## src/rtl/mdu_iter_pkg.sv

```systemverilog
// Shared types for the iterative multiply/divide unit: operation codes, FSM states
// and the default iteration count.
package mdu_iter_pkg;

    localparam int MDU_DATA_WIDTH = 32;
    localparam int MDU_ITER       = MDU_DATA_WIDTH;

    typedef enum logic [1:0] {
        MDU_MULT  = 2'd0,
        MDU_MULTU = 2'd1,
        MDU_DIV   = 2'd2,
        MDU_DIVU  = 2'd3
    } mdu_op_t;

    typedef enum logic [1:0] {
        IDLE = 2'd0,
        RUN  = 2'd1,
        MUL1 = 2'd2,
        DONE = 2'd3
    } mdu_state_t;

endpackage

```

## src/rtl/div_radix2_core.sv

```systemverilog
// One combinational restoring-divide step on unsigned magnitudes:
// shift the next dividend bit into the remainder, subtract the divisor if it fits.
module div_radix2_core #(
    parameter int DATA_WIDTH = 32
) (
    input  logic [DATA_WIDTH-1:0] rem_in,
    input  logic [DATA_WIDTH-1:0] quo_in,
    input  logic [DATA_WIDTH-1:0] divisor,
    output logic [DATA_WIDTH-1:0] rem_out,
    output logic [DATA_WIDTH-1:0] quo_out
);

    logic [DATA_WIDTH:0] shifted;
    logic [DATA_WIDTH:0] diff;
    logic                fits;

    // The remainder stays below the divisor, so the difference always fits DATA_WIDTH bits.
    always_comb begin
        shifted = {rem_in, quo_in[DATA_WIDTH-1]};
        diff    = shifted - {1'b0, divisor};
        fits    = (shifted >= {1'b0, divisor});
        rem_out = fits ? diff[DATA_WIDTH-1:0] : shifted[DATA_WIDTH-1:0];
        quo_out = {quo_in[DATA_WIDTH-2:0], fits};
    end

endmodule

```

## src/rtl/mdu_iter.sv

```systemverilog
// Iterative radix-2 multiply/divide unit with pipeline stall output.
// Optional MDU_FAST_MULT_EN: multiplies use a two-cycle array multiplier instead of the iterative path.
module mdu_iter
    import mdu_iter_pkg::*;
#(
    parameter int DATA_WIDTH = 32,
    parameter int CNT_WIDTH  = 6
) (
    input  logic                  clk,
    input  logic                  resetn,
    input  logic                  EXE_MDU_Start,
    input  mdu_op_t               EXE_MDU_Op,
    input  logic [DATA_WIDTH-1:0] EXE_rs,
    input  logic [DATA_WIDTH-1:0] EXE_rt,
    input  logic                  EXE_Wr,
    input  logic                  Flush_Exception,
    output logic                  DIVMULTBusy,
    output logic                  MDU_ResValid,
    output logic [DATA_WIDTH-1:0] MDU_Hi,
    output logic [DATA_WIDTH-1:0] MDU_Lo
);

`ifdef MDU_FAST_MULT_EN
    localparam bit FAST_MULT = 1'b1;
`else
    localparam bit FAST_MULT = 1'b0;
`endif

    mdu_state_t            state, state_nxt;
    logic [CNT_WIDTH-1:0]  cnt;
    logic                  accept;
    logic [DATA_WIDTH-1:0] hi_r, lo_r, opnd_r;
    logic                  neg_a_r, neg_b_r, is_div_r, div_zero_r;

    logic                  op_is_div, op_is_signed, neg_a, neg_b;
    logic signed [DATA_WIDTH-1:0] rs_s, rt_s;
    logic [DATA_WIDTH-1:0] mag_a, mag_b;
    logic [DATA_WIDTH:0]   mul_sum;
    logic [DATA_WIDTH-1:0] rem_nxt, quo_nxt;
    logic [2*DATA_WIDTH-1:0] res_fix;

    // Signs are restored from the latched flags; a zero divisor bypasses the quotient fix-up.
    function automatic logic [2*DATA_WIDTH-1:0] fix_up(
        input logic                  is_div,
        input logic                  na,
        input logic                  nb,
        input logic                  dz,
        input logic [DATA_WIDTH-1:0] hi,
        input logic [DATA_WIDTH-1:0] lo
    );
        logic [DATA_WIDTH-1:0]   q;
        logic [DATA_WIDTH-1:0]   r;
        logic [2*DATA_WIDTH-1:0] p;
        q = (na ^ nb) ? -lo : lo;
        if (dz)
            q = '1;
        r = na ? -hi : hi;
        p = {hi, lo};
        if (na ^ nb)
            p = -p;
        return is_div ? {r, q} : p;
    endfunction

    always_comb begin
        op_is_div    = (EXE_MDU_Op == MDU_DIV) || (EXE_MDU_Op == MDU_DIVU);
        op_is_signed = (EXE_MDU_Op == MDU_DIV) || (EXE_MDU_Op == MDU_MULT);
        rs_s         = EXE_rs;
        rt_s         = EXE_rt;
        neg_a        = op_is_signed && (rs_s < 0);
        neg_b        = op_is_signed && (rt_s < 0);
        mag_a        = neg_a ? -EXE_rs : EXE_rs;
        mag_b        = neg_b ? -EXE_rt : EXE_rt;
        mul_sum      = {1'b0, hi_r} + (lo_r[0] ? {1'b0, opnd_r} : '0);
    end

    div_radix2_core #(.DATA_WIDTH(DATA_WIDTH)) u_div_step (
        .rem_in  (hi_r),
        .quo_in  (lo_r),
        .divisor (opnd_r),
        .rem_out (rem_nxt),
        .quo_out (quo_nxt)
    );

    always_ff @(posedge clk) begin
        if (!resetn)
            state <= IDLE;
        else
            state <= state_nxt;
    end

    always_comb begin
        state_nxt    = state;
        accept       = 1'b0;
        DIVMULTBusy  = 1'b0;
        MDU_ResValid = 1'b0;
        case (state)
            IDLE: begin
                if (EXE_MDU_Start && !Flush_Exception) begin
                    accept      = 1'b1;
                    DIVMULTBusy = 1'b1;
                    state_nxt   = (FAST_MULT && !op_is_div) ? MUL1 : RUN;
                end
            end
            RUN: begin
                DIVMULTBusy = 1'b1;
                if (cnt == CNT_WIDTH'(DATA_WIDTH - 1))
                    state_nxt = DONE;
            end
            MUL1: begin
                DIVMULTBusy = 1'b1;
                state_nxt   = DONE;
            end
            DONE: begin
                MDU_ResValid = 1'b1;
                if (EXE_Wr)
                    state_nxt = IDLE;
            end
            default: state_nxt = IDLE;
        endcase
        if (Flush_Exception) begin
            state_nxt    = IDLE;
            DIVMULTBusy  = 1'b0;
            MDU_ResValid = 1'b0;
        end
    end

    // Multiply keeps {hi_r, lo_r} as the shifting product; divide keeps remainder/quotient there.
    always_ff @(posedge clk) begin
        if (!resetn) begin
            cnt        <= '0;
            hi_r       <= '0;
            lo_r       <= '0;
            opnd_r     <= '0;
            neg_a_r    <= 1'b0;
            neg_b_r    <= 1'b0;
            is_div_r   <= 1'b0;
            div_zero_r <= 1'b0;
        end else if (accept) begin
            cnt        <= '0;
            hi_r       <= '0;
            lo_r       <= op_is_div ? mag_a : mag_b;
            opnd_r     <= op_is_div ? mag_b : mag_a;
            neg_a_r    <= neg_a;
            neg_b_r    <= neg_b;
            is_div_r   <= op_is_div;
            div_zero_r <= op_is_div && (EXE_rt == '0);
        end else if (state == RUN) begin
            cnt <= cnt + 1'b1;
            if (is_div_r) begin
                hi_r <= rem_nxt;
                lo_r <= quo_nxt;
            end else begin
                hi_r <= mul_sum[DATA_WIDTH:1];
                lo_r <= {mul_sum[0], lo_r[DATA_WIDTH-1:1]};
            end
        end
`ifdef MDU_FAST_MULT_EN
        else if (state == MUL1) begin
            {hi_r, lo_r} <= {{DATA_WIDTH{1'b0}}, opnd_r} * {{DATA_WIDTH{1'b0}}, lo_r};
        end
`endif
    end

    always_comb begin
        res_fix = fix_up(is_div_r, neg_a_r, neg_b_r, div_zero_r, hi_r, lo_r);
        {MDU_Hi, MDU_Lo} = MDU_ResValid ? res_fix : '0;
    end

endmodule

```

## config.mk

```make
export PLATFORM = sky130hd
export DESIGN_NAME = mdu_iter
export DESIGN_NICKNAME = d
export VERILOG_FILES = /design/src/rtl/mdu_iter_pkg.sv /design/src/rtl/div_radix2_core.sv /design/src/rtl/mdu_iter.sv
export SDC_FILE = /design/constraint.sdc
export NUM_CORES = 1
export LEC_CHECK = 0
export CAP_MARGIN = 20
export CELL_PAD_IN_SITES_DETAIL_PLACEMENT = 1
export CELL_PAD_IN_SITES_GLOBAL_PLACEMENT = 1
export CORE_MARGIN = 1
export CORE_UTILIZATION = 48
export CTS_CLUSTER_DIAMETER = 60
export CTS_CLUSTER_SIZE = 20
export DETAILED_ROUTE_END_ITERATION = 6
export DONT_BUFFER_PORTS = 1
export GPL_TIMING_DRIVEN = 0
export PLACE_DENSITY = 0.88
export SYNTH_ARGS = -nofsm -noshare
export SYNTH_HDL_FRONTEND = slang
export SYNTH_HIERARCHICAL = 1
export SYNTH_SLANG_ARGS = --single-unit
export TNS_END_PERCENT = 50
```

## constraint.sdc

```tcl
create_clock -name clk -period 4.5 [get_ports clk]
set_input_delay 0.225 -clock clk [delete_from_list [all_inputs] [get_ports clk]]
set_output_delay 0.225 -clock clk [all_outputs]
set_load 0.02 [all_outputs]
```

==> results.ini, run 1 <==
[min_path]
min_path_type=primary input to flop
hold_start=Flush_Exception
hold_path_end=state[0]
min_path_cells=2

[final_layout]
nets=1963
design_area_um2=13700
final_cell_mix=195 x nor2_1, 181 x a21oi_1, 150 x nand2_1
multi_input_area_um2=9860
diodes=0
regArea_um2=2160
syn2layout_area_growth_pct=5.58
fillers=3436
final_common_cell=nor2_1
drive_gt1_share_pct=6.48

[sta]
rsz0062_at_grt=false
tightest_slew_ns=1.06
slew_viol_final=0
max_freq_mhz=228
timing_hold_violations_final=0
tns_ns=0
holdWs_ns=0.0505
fin_crit_ns=4.38
finalSetupViolCount=0
skew_ns=0.0153
final.period_utilization_pct=97.3
slew_headroom_pct=29.4

[critical_path]
critPathTopFamily=compound AO/OA/AOI/OAI gates
critPathMaxFanout=10
worstSetupStartpoint=hi_r[10]
path_buf_inv=1
crit_type=flop to flop
reg2reg_slack_ns=0.12
timing.critical_path.mode_cell=a21oi_1
critical_path.max_stage_delay_ns=0.68
crit_required_ns=4.81
worst-path-stages=13
reg2reg_from=hi_r[10]
slowest_stage=dfxtp_1
crit_path_end_kind=flop
r2r_end=hi_r[31]
r2r_cells=13
start_kind=flop
cp_cell_sequence=ha_1 > buf_2 > a21oi_1 > a21oi_1 > a31o_2 > nor4b_4 > and2b_1 > a31o_2 > and3_1 > o41ai_1 > o22ai_1 > or3_1 > a21oi_1
arrival_ns=4.69

[cts]
cts_hold_buf=0
cts_sinks=108
clk_latency_ns=0.38
clk_path_buf_depth=2
numCtsBuffers=9
cts_resized=0
htreeDepth=3
cts_setup_buffers=0
clkTransAtPathRegs_ns=0.09
cts_tree=yes
cts_root_buf=clkbuf_16

[synth]
syn_avg_cell_area_um2=7.18
synth-edff-count=0
ys_async_sr_fraction_pct=0
synth-seq-area-share_pct=16.7
yosys_warnings=6
synth_cell_types=82
ys_ff_latch=108
synthFlopType=dfxtp_1
syn-cell-area_um2=13000
synthCells=1806
syn-num-nets=1952

[routing]
ant_nets=0
drt_wl_total_mm=56.3
drcViolationCount=5
drt_iter0_markers=1372
first_pass_iters=7
wl_per_cell_um=26.1
num_vias=14300
vias_per_cell=6.65

[floorplan]
start_util_pct=49.3
num_rows=59
die_w_um=166
coreArea_um2=26300
io_pins=137
die_h_um=166
die_area_um2=27700

[power_and_ir_drop]
switchingPower_mw=1.54
clockPowerShare_pct=23.1
ir_drop_v=0.000207
power_per_cell_area_nw_per_um2=262
switching_share_pct=43.0
power_leakage_nw=5.22
p_int_mw=2.04
pwr-share-comb_pct=45.5
p_seq_share_pct=31.4

[placement]
placed_area_um2=13400
gp_congestion=0.979
port-buffer-count=0
dp.final_hpwl_mm=45.0

[grt]
grt_pass1_wl_mm=84.7
grt_max_degree=20
first_global_vias=14500
grt_usage_pct=39.8
grt-ovfl-total=0
antenna_found_initial=3

[run_status]
violations=design-rule violations
outcome=finished with violations

[run]
cap_violations=0

per-layer routing:
layer  up-vias  global-route usage (%)  wire [um]
li1       6507                       -          -
met1      6974                    48.5      22800
met2       676                    66.7      25700
met3       171                    7.55       4770
met4         0                    20.3       2960
met5         -                       0          0
registers in the layout (all words and copies together), names as in the netlist:
register,cells
cnt,6
opnd_r,32
is_div_r,1
neg_b_r,1
neg_a_r,1
div_zero_r,1
state,2
lo_r,32
hi_r,32
cell usage after synthesis, types with 20 or more instances:
master,number,area share [%]
and2_1,41,2.0
ha_1,73,7.0
nand4_1,23,1.1
dfxtp_1,108,17
clkbuf_1,101,2.9
nand2_1,150,4.3
inv_1,68,2.0
nor2_1,195,5.6
xor2_1,81,5.5
o221ai_1,27,1.8
a31oi_1,20,0.97
xnor2_1,95,6.4
o211ai_1,27,1.6
a21oi_1,181,7.0
mux2i_1,47,3.6
o31ai_1,22,1.3
buf_4,32,1.9
a21o_1,29,1.7
nor3_1,41,1.6
o21ai_0,93,3.6
a211oi_1,23,1.3
nand3_1,35,1.4
mux2_2,21,1.8
how the worst max path moves through the flow:
stage               endpoint
floorplan           hi_r[25]
global placement    hi_r[31]
detailed placement  hi_r[31]
CTS                 hi_r[31]
global route        hi_r[31]
finish              hi_r[31]
power groups by stage:
| stage | clock network (mW) | logic [mW] | registers (mW) |
|---|---|---|---|
| 5_1_grt | 0.858 | 1.73 | 1.13 |
| 3_3_place_gp | 0 | 1.52 | 1.14 |
| 4_1_cts | 0.817 | 1.58 | 1.12 |
| 6_report | 0.829 | 1.63 | 1.13 |
| 3_5_place_dp | 0 | 1.56 | 1.14 |
| 2_1_floorplan | 0 | 1.15 | 1.09 |
logic make-up after synthesis:
group / share of synthesized area (%)
simple gates: 23.1
buf+inv: 7.40
flops: 16.7
xor+xnor: 11.9
fa+ha+maj: 7.35
mux: 6.50
compound gates: 27.1
metrics by stage:
stage               utilization [%]  power, mW  instances  worst slack (ns)
floorplan                         -       2.24       1806              1.15
global placement               50.9       2.65       2141            0.0661
detailed placement             50.9       2.70       2141            0.0850
CTS                            52.0       3.51       2156            0.0371
global route                   52.1       3.71       2156            0.0158
finish                         52.1       3.58       2156             0.120
layout make-up:
type,instances,area share (%)
multi-input cells,1482,72.1
flip-flops and latches,108,15.8
plain buffers,147,5.12
well taps,335,3.06
inverters,69,1.89
clock buffers,9,1.65
clock inverters,6,0.430
Note: power is estimated with default switching activity, not from simulation.
==> run 2, diff against run 1 <==
--- a/config.mk
+++ b/config.mk
@@ -15,6 +15,7 @@
 export DETAILED_ROUTE_END_ITERATION = 6
 export DONT_BUFFER_PORTS = 1
 export GPL_TIMING_DRIVEN = 0
+export HOLD_SLACK_MARGIN = 0.12
 export PLACE_DENSITY = 0.88
 export SYNTH_ARGS = -nofsm -noshare
 export SYNTH_HDL_FRONTEND = slang
==> run 2 against run 1 <==
The run still ends with design-rule violations left; routed wire length rose by 0.17%; register-to-register slack got worse by 0.05 ns; combinational power barely moved; non-clock buffer count rose by 4; clock power barely moved; worst hold slack improved by 0.064 ns; worst setup slack got worse by 0.050 ns; first-iteration DRC count fell by 1.7%; count of clock-buffer cells in the layout did not move; critical path depth did not move; sequential cell count did not move; die area did not move; critical endpoint unchanged.
==> results.ini, run 2 (same netlist as run 1, synthesis figures left out) <==
[critical_path]
timing.critical_path.mode_cell=a21oi_1
crit_type=flop to flop
critical_path.max_stage_delay_ns=0.72
start_kind=flop
reg2reg_slack_ns=0.07
critPathMaxFanout=10
crit_path_end_kind=flop
endpoint=hi_r[31]
arrival_ns=4.74
reg2reg_from=hi_r[10]
cp_cell_sequence=ha_1 > buf_2 > a21oi_1 > a21oi_1 > a31o_2 > nor4b_4 > and2b_1 > a31o_2 > and3_1 > o41ai_1 > o22ai_1 > or3_1 > a21oi_1
worstSetupStartpoint=hi_r[10]
crit_required_ns=4.81
slowest_stage=o41ai_1
r2r_end=hi_r[31]
r2r_cells=13

[grt]
antenna_found_initial=3
grt_max_degree=20
grt_usage_pct=39.8
busiest_layer=met2
grt.met2_usage_pct=66.9
grt_pass1_wl_mm=84.9
met1_usage_pct=48.4
first_global_vias=14500
use_met3_pct=7.58
grt-ovfl-total=0

[run_status]
violations=design-rule violations
outcome=finished with violations

[floorplan]
die_h_um=166
die_area_um2=27700
start_util_pct=49.3
io_pins=137
coreArea_um2=26300
num_rows=59
die_w_um=166

[cts]
htreeDepth=3
cts_sinks=108
cts_root_buf=clkbuf_16
cts_setup_buffers=0
clkTransAtPathRegs_ns=0.09
clk_path_buf_depth=2
cts_tree=yes
clk_latency_ns=0.38
numCtsBuffers=9

[final_layout]
finalNonFillerCells=2160
design_area_um2=13700
final_cell_mix=195 x nor2_1, 181 x a21oi_1, 150 x nand2_1
syn2layout_area_growth_pct=5.89
biggestRegsByFlops=hi_r x32, lo_r x32, opnd_r x32
diodes=0
fillers=3432
nets=1967
drive_gt1_share_pct=6.47
final_common_cell=nor2_1

[placement]
port-buffer-count=0
dp.final_hpwl_mm=45.0
placed_area_um2=13400
dp_cells=2141
post-place-ws_ns=0.0850
gp_congestion=0.979

[sta]
timing_hold_violations_final=0
skew_ns=0.0171
tns_ns=0
finalSetupViolCount=0
slew_viol_final=0
max_freq_mhz=226
rsz0062_at_grt=false
holdWs_ns=0.115
worst_slack_ns=0.0698
tightest_slew_ns=1.03
final.period_utilization_pct=98.4
slew_headroom_pct=31.4
fin_crit_ns=4.43

[run]
cap_violations=0

[min_path]
min_path_type=primary input to flop

[routing]
wl_per_cell_um=26.1
vias_per_cell=6.63
first_pass_iters=7
drcViolationCount=5
num_vias=14300
drt_iter0_markers=1349
drt_wl_total_mm=56.4
ant_nets=0

[power_and_ir_drop]
power_per_cell_area_nw_per_um2=261
ir_drop_v=0.000207
power_leakage_nw=5.24

-- run 2: changes by cell type in the layout (fill, tap and decap cells not counted), sizes merged --
cell / previous run / this run
dlygate4sd3: 0 / 4
-- run 2: per-layer routing --
layer  wire [um]  up-vias
met3        4720      163
met5           0        -
li1            -     6512
met4        2900        0
met1       22900     6989
met2       25900      660
-- run 2: how the worst min path moves through the flow --
stage | startpoint | to | slack [ns] | cells past startpoint
after detailed placement | Flush_Exception | state[0] | 0.45 | 2
after global placement | Flush_Exception | state[0] | 0.42 | 2
final | EXE_rt[23] | lo_r[23] | 0.11 | 2
after global routing | EXE_rs[21] | opnd_r[21] | 0.13 | 2
after floorplan | Flush_Exception | state[0] | 0.41 | 2
after CTS | EXE_rt[23] | lo_r[23] | 0.12 | 2
-- run 2: worst max-delay path: cells and delay by family, from the launching register on --
| kind | cells | cell delay [ns] |
|---|---|---|
| AO/OA/AOI/OAI | 7 | 1.93 |
| AND/OR/NAND/NOR | 4 | 1.27 |
| buffers and inverters | 1 | 0.16 |
| adder cells (fa/ha/maj) | 1 | 0.32 |
| flip-flops | 1 | 0.66 |
-- run 2: cell type report --
cell class | instances | area [um^2] | share of cell area, %
Clock buffer | 9 | 225 | 1.64
Clock inverter | 6 | 58.8 | 0.428
Timing Repair Buffer | 4 | 40.0 | 0.292
Tap cell | 335 | 419 | 3.05
Sequential cell | 108 | 2160 | 15.8
Multi-Input combinational cell | 1482 | 9860 | 71.8
Inverter | 69 | 259 | 1.89
Buffer | 147 | 701 | 5.10
-- run 2: metrics by stage --
stage          power [mW]  utilization (%)
2_1_floorplan        2.24                -
3_3_place_gp         2.65             50.9
3_5_place_dp         2.70             50.9
4_1_cts              3.52             52.2
5_1_grt              3.72             52.2
6_report             3.59             52.2
-- run 2: power by group --
part | switching, mW | internal, mW | total (mW)
sequential | 0.115 | 1.01 | 1.13
combinational | 0.983 | 0.648 | 1.63
clock | 0.443 | 0.386 | 0.830
-- run 2: repair_timing --
| action | in CTS | in global routing |
|---|---|---|
| setup endpoints to repair | 0 | 8 |
| gates resized for setup | 0 | 4 |
| hold buffers | 4 | 0 |
| hold endpoints to repair | 7 | 0 |
